===== src/rtl/fifo_rd_packer.sv =====
// Read-side packer for an async FIFO: pops DSIZE-bit words and packs RATIO of them
// into one wide beat on a valid/ready stream, with flush support for partial beats.
module fifo_rd_packer #(
    parameter int DSIZE = 8,
    parameter int RATIO = 4,
    parameter int CNTW  = 4
) (
    input  logic                     rclk,
    input  logic                     rrst,
    input  logic [DSIZE-1:0]         fifo_rdata,
    input  logic                     fifo_rempty,
    output logic                     fifo_rinc,
    input  logic                     flush,
    output logic [DSIZE*RATIO-1:0]   out_data,
    output logic [CNTW-1:0]          out_words,
    output logic                     out_valid,
    input  logic                     out_ready,
    output logic                     busy
);

    localparam logic [CNTW-1:0] FULL_CNT = CNTW'(RATIO);
    localparam logic [CNTW-1:0] ZERO_CNT = {CNTW{1'b0}};
    localparam logic [CNTW-1:0] ONE_CNT  = {{(CNTW-1){1'b0}}, 1'b1};

    logic [CNTW-1:0]               acc_cnt_q, acc_cnt_d;
    logic [RATIO-1:0][DSIZE-1:0]   acc_q, acc_d;
    logic                          flush_pend_q, flush_pend_d;
    logic [DSIZE*RATIO-1:0]        out_data_q, out_data_d;
    logic [CNTW-1:0]               out_words_q, out_words_d;
    logic                          out_valid_q, out_valid_d;

    logic                          acc_full_s;
    logic                          out_free_s;
    logic                          xfer_s;
    logic                          pop_s;
    logic [CNTW-1:0]               wr_idx_s;
    logic [DSIZE*RATIO-1:0]        beat_s;

    // Transfer/pop decisions; a pop in the same cycle as a transfer refills lane 0
    always_comb begin
        acc_full_s = (acc_cnt_q == FULL_CNT);
        out_free_s = !out_valid_q || out_ready;
        xfer_s     = out_free_s && (acc_full_s || (flush_pend_q && (acc_cnt_q != ZERO_CNT)));
        pop_s      = !rrst && !fifo_rempty && !flush_pend_q && !flush &&
                     ((acc_cnt_q < FULL_CNT) || xfer_s);
        if (xfer_s) begin
            wr_idx_s = ZERO_CNT;
        end else begin
            wr_idx_s = acc_cnt_q;
        end
    end

    // Beat image with lanes beyond the fill count zeroed so stale words never leak out
    always_comb begin
        beat_s = {(DSIZE*RATIO){1'b0}};
        for (int k = 0; k < RATIO; k++) begin
            if (CNTW'(k) < acc_cnt_q) begin
                beat_s[k*DSIZE +: DSIZE] = acc_q[k];
            end else begin
                beat_s[k*DSIZE +: DSIZE] = {DSIZE{1'b0}};
            end
        end
    end

    // Accumulator lanes and fill count
    always_comb begin
        acc_d = acc_q;
        for (int k = 0; k < RATIO; k++) begin
            if (pop_s && (wr_idx_s == CNTW'(k))) begin
                acc_d[k] = fifo_rdata;
            end else begin
                acc_d[k] = acc_q[k];
            end
        end
        if (xfer_s) begin
            acc_cnt_d = pop_s ? ONE_CNT : ZERO_CNT;
        end else if (pop_s) begin
            acc_cnt_d = acc_cnt_q + ONE_CNT;
        end else begin
            acc_cnt_d = acc_cnt_q;
        end
    end

    // Flush pending: a repeat flush is absorbed, and an empty accumulator retires it silently
    always_comb begin
        if (xfer_s) begin
            flush_pend_d = 1'b0;
        end else if (flush_pend_q) begin
            flush_pend_d = (acc_cnt_q != ZERO_CNT);
        end else begin
            flush_pend_d = flush;
        end
    end

    // Output register: load on transfer, drop valid on accept, otherwise hold
    always_comb begin
        if (xfer_s) begin
            out_data_d  = beat_s;
            out_words_d = acc_cnt_q;
            out_valid_d = 1'b1;
        end else if (out_valid_q && out_ready) begin
            out_data_d  = out_data_q;
            out_words_d = out_words_q;
            out_valid_d = 1'b0;
        end else begin
            out_data_d  = out_data_q;
            out_words_d = out_words_q;
            out_valid_d = out_valid_q;
        end
    end

    // State registers
    always_ff @(posedge rclk or posedge rrst) begin
        if (rrst) begin
            acc_cnt_q    <= ZERO_CNT;
            acc_q        <= {(DSIZE*RATIO){1'b0}};
            flush_pend_q <= 1'b0;
            out_data_q   <= {(DSIZE*RATIO){1'b0}};
            out_words_q  <= ZERO_CNT;
            out_valid_q  <= 1'b0;
        end else begin
            acc_cnt_q    <= acc_cnt_d;
            acc_q        <= acc_d;
            flush_pend_q <= flush_pend_d;
            out_data_q   <= out_data_d;
            out_words_q  <= out_words_d;
            out_valid_q  <= out_valid_d;
        end
    end

    assign fifo_rinc = pop_s;
    assign out_data  = out_data_q;
    assign out_words = out_words_q;
    assign out_valid = out_valid_q;
    assign busy      = (acc_cnt_q != ZERO_CNT) || flush_pend_q;

endmodule


===== config.mk =====
export PLATFORM = sky130hd
export DESIGN_NAME = fifo_rd_packer
export DESIGN_NICKNAME = d
export VERILOG_FILES = /design/src/rtl/fifo_rd_packer.sv
export SDC_FILE = /design/constraint.sdc
export NUM_CORES = 1
export LEC_CHECK = 0
export ABC_CLOCK_PERIOD_IN_PS = 4900
export BUFFER_PORTS_ARGS = -buffer_cell sky130_fd_sc_hd__buf_2
export CORE_UTILIZATION = 60
export CTS_CLUSTER_DIAMETER = 40
export DETAILED_ROUTE_END_ITERATION = 12
export PLACE_DENSITY = 0.84
export SLEW_MARGIN = 10
export SYNTH_ARGS = -nofsm -noshare
export SYNTH_HDL_FRONTEND = slang
export SYNTH_SLANG_ARGS = --single-unit

===== constraint.sdc =====
create_clock -name rclk -period 4.9 [get_ports rclk]
set_input_delay 0.735 -clock rclk [delete_from_list [all_inputs] [get_ports rclk]]
set_output_delay 0.735 -clock rclk [all_outputs]
set_load 0.02 [all_outputs]

==> impl_metrics.yaml <==
outcome:
  outcome: "finished, final reports clean"
routing:
  wl_met2_microns: 3170
  wirelength_microns: 6710
  route.detailed.drc: 0
  drt-initial-drc-count: 170
  wl_met3_microns: 426
  top_layer_used: "met4"
  viasPerCell: 5.96
  ant_nets: 0
  wl_per_cell_microns: 16.9
  dr_total_vias: 2359
  wl_met1_microns: 3010
  dr.pass1.iters: 4
floorplan:
  initial_core_util_pct: 62.6
  rows: 26
  die_x_microns: 75.0
  ioPinCount: 52
  fp.dieH_microns: 75.0
  core_sq_um: 5110
  die_area_sq_um: 5620
placement:
  place_hpwl_microns: 4390
  port_buffers: 51
  finalWeightedCongestion: 0.839
synth:
  synthMuxAreaShare_pct: 12.3
  synth_top_family_by_area: "compound AO/OA/AOI/OAI gates"
  synthCells: 274
  synth.distinct_cells: 33
  synth_compound_area_share_pct: 15.8
  syn_area_sq_um: 3200
  yosys.area_share.simple_pct: 9.35
  avgSynthCellArea_sq_um: 11.7
  yosys_warnings: 0
  yosysSeqAreaShare_pct: 57.9
  syn_nets: 290
  synth-seq-cells: 74
  synthAdderAreaFrac_pct: 1.17
  synth_xor_area_share_pct: 0.274
power:
  seqPwrFrac_pct: 43.0
  p_leak_nw: 1.68
  power_density_nw_per_um2: 594
  p_int_mw: 1.38
  switching_power_mw: 0.818
  p_sw_share_pct: 37.1
  clockPowerShare_pct: 23.4
  comb_power_share_pct: 33.6
  irDropWorstVdd_mv: 0.393
final_layout:
  nets: 337
  area_growth_pct: 15.9
  n_antenna_cell: 0
  drive_above_1_share_pct: 34.4
  fin_util_pct: 72.5
worst_setup_path:
  cp-end-kind: "output pin"
  worstPathRequired_ns: 4.16
  cp.arrival_ns: 2.86
  r2r_cells: 6
  cp_max_fo: 37
  worstSetupPathType: "reg -> out"
  start_kind: "register"
sta:
  fin_crit_sh_pct: 73.4
  period_needed_ns: 3.60
  skew_ns: 0.00776
  setup_viol: 0
  slew_headroom_pct: 29.6
  tightest_slew_ns: 1.05
  max_freq_mhz: 278
  hold_viol_final: 0
  rsz0062_at_grt: "false"
  drv_slew: 0
  finalSetupTns_ns: 0
flow_run:
  cap_violations: 0
hold_path:
  hold_path_class: "reg -> reg"
  holdPathStages: 1
clocking:
  cts_tree: "done"
  htree_levels: 3
  post-cts-setup-buffer-count: 0
  cts.sinks: 74
  cts_inserted_buffers: 9
  cts_hold_buffers: 0
  clockBufferDepth: 2
  root_buffer: "clkbuf_8"
  path_clk_slew_ns: 0.07
  cts_resized: 0
  clk-insertion-delay-late_ns: 0.34
global_route:
  grt_pass1_wl_microns: 10900
  grtUsageTotal_pct: 26.6
  antenna_found_initial: 0
  grt_start_max_net_pins: 45
  grt_overflow: 0
  grt_pass1_vias: 2237
through the flow:
step | setup slack (ns) | power, mW | instances | cell area, sq um | hold WS [ns]
2_1_floorplan | 2.16 | 1.48 | 274 | 3200 | 0.458
3_3_place_gp | 1.74 | 1.65 | 380 | 3490 | 0.479
3_5_place_dp | 1.68 | 1.69 | 380 | 3490 | 0.480
4_1_cts | 1.30 | 2.20 | 396 | 3700 | 0.506
5_1_grt | 1.08 | 2.33 | 396 | 3700 | 0.527
6_report | 1.30 | 2.20 | 396 | 3700 | 0.502
synthesized netlist by cell type, drive strengths merged:
cell type	count	share of area, %
a21oi	4	0.63
a22oi	8	1.9
a311oi	1	0.27
a31oi	1	0.20
and2	1	0.20
buf	3	0.67
clkbuf	16	2.0
dfrtp	74	58
ha	3	1.2
inv	4	0.47
mux2	34	12
mux2i	1	0.31
nand2	10	1.3
nand2b	10	2.0
nand3	3	1.6
nand3b	1	0.23
nand4	8	1.6
nor2	7	1.3
nor2b	1	0.20
nor3	1	0.16
nor4	2	0.39
o211ai	8	1.9
o21ai	70	11
or2	1	0.20
or4	1	0.23
xnor2	1	0.27
critical path: stages (launching register included):
cell and delay, ns:
dfrtp_1 0.66, inv_1 0.21, ha_1 0.27, nand2b_1 0.13, mux2_2 0.43, nand2_2 0.50, a21oi_1 0.13, buf_2 0.19
power groups by stage:
stage	clock network, mW	registers [mW]	logic, mW
2_1_floorplan	0	0.984	0.494
3_3_place_gp	0	0.937	0.715
3_5_place_dp	0	0.955	0.739
4_1_cts	0.517	0.943	0.742
5_1_grt	0.537	0.976	0.820
6_report	0.516	0.946	0.740
metal layers:
layer | vias to the layer above | global-route usage (%)
li1 | 1080 | -
met1 | 1167 | 36.2
met2 | 94 | 42.5
met3 | 18 | 4.69
met4 | 0 | 11.3
met5 | - | 0
worst paths after layout:
path                                           from                       end  slack [ns]
min in group asynchronous                      rrst  acc_cnt_q[3]$_DFFE_PP0P_        0.61
setup / recovery           acc_cnt_q[1]$_DFFE_PP0P_                 fifo_rinc        1.30
setup reg to reg           acc_cnt_q[1]$_DFFE_PP0P_   out_data[5]$_DFFE_PP0P_        2.19
hold / removal              out_data[3]$_DFFE_PP0P_   out_data[3]$_DFFE_PP0P_        0.50
max in group asynchronous                      rrst      acc_q[1]$_DFFE_PP0P_        3.37
hold reg to reg             out_data[3]$_DFFE_PP0P_   out_data[3]$_DFFE_PP0P_        0.50
registers in the layout, indices dropped and copies added (netlist names):
signal,flops
out_valid,1
out_data,32
acc_q,32
flush_pend_q,1
out_words,4
acc_cnt_q,4
cell usage in the layout (no fill, tap or decap), types with 2 or more instances in the layout:
cell,n
a21oi_1,4
a22oi_1,8
buf_2,51
buf_4,4
bufinv_16,2
clkbuf_8,9
clkinv_2,2
clkinvlp_4,2
dfrtp_1,74
ha_1,3
inv_1,3
mux2_2,33
nand2_1,9
nand2b_1,10
nand3_4,3
nand4_1,8
nor2_1,6
nor4_1,2
o211ai_1,8
o21ai_0,68
o21ai_1,2
kinds of logic (layout without fill, tap and decap cells):
| kind of cell | Yosys count | count (layout) |
|---|---|---|
| mux | 35 | 35 |
| fa+ha+maj | 3 | 3 |
| simple gates | 46 | 46 |
| flops | 74 | 74 |
| buf+inv | 23 | 75 |
| compound gates | 92 | 92 |
| xor+xnor | 1 | 1 |
layout make-up:
type                       count  area, sq um
clock buffer                   9          124
clock inverter                 7         93.8
fill                         389         1400
inverter                       4         15.0
multi-input combinational    177         1250
sequential                    74         1850
tap                           70         87.6
timing repair buffer          55          285
Power figures use the tool's default switching activity.
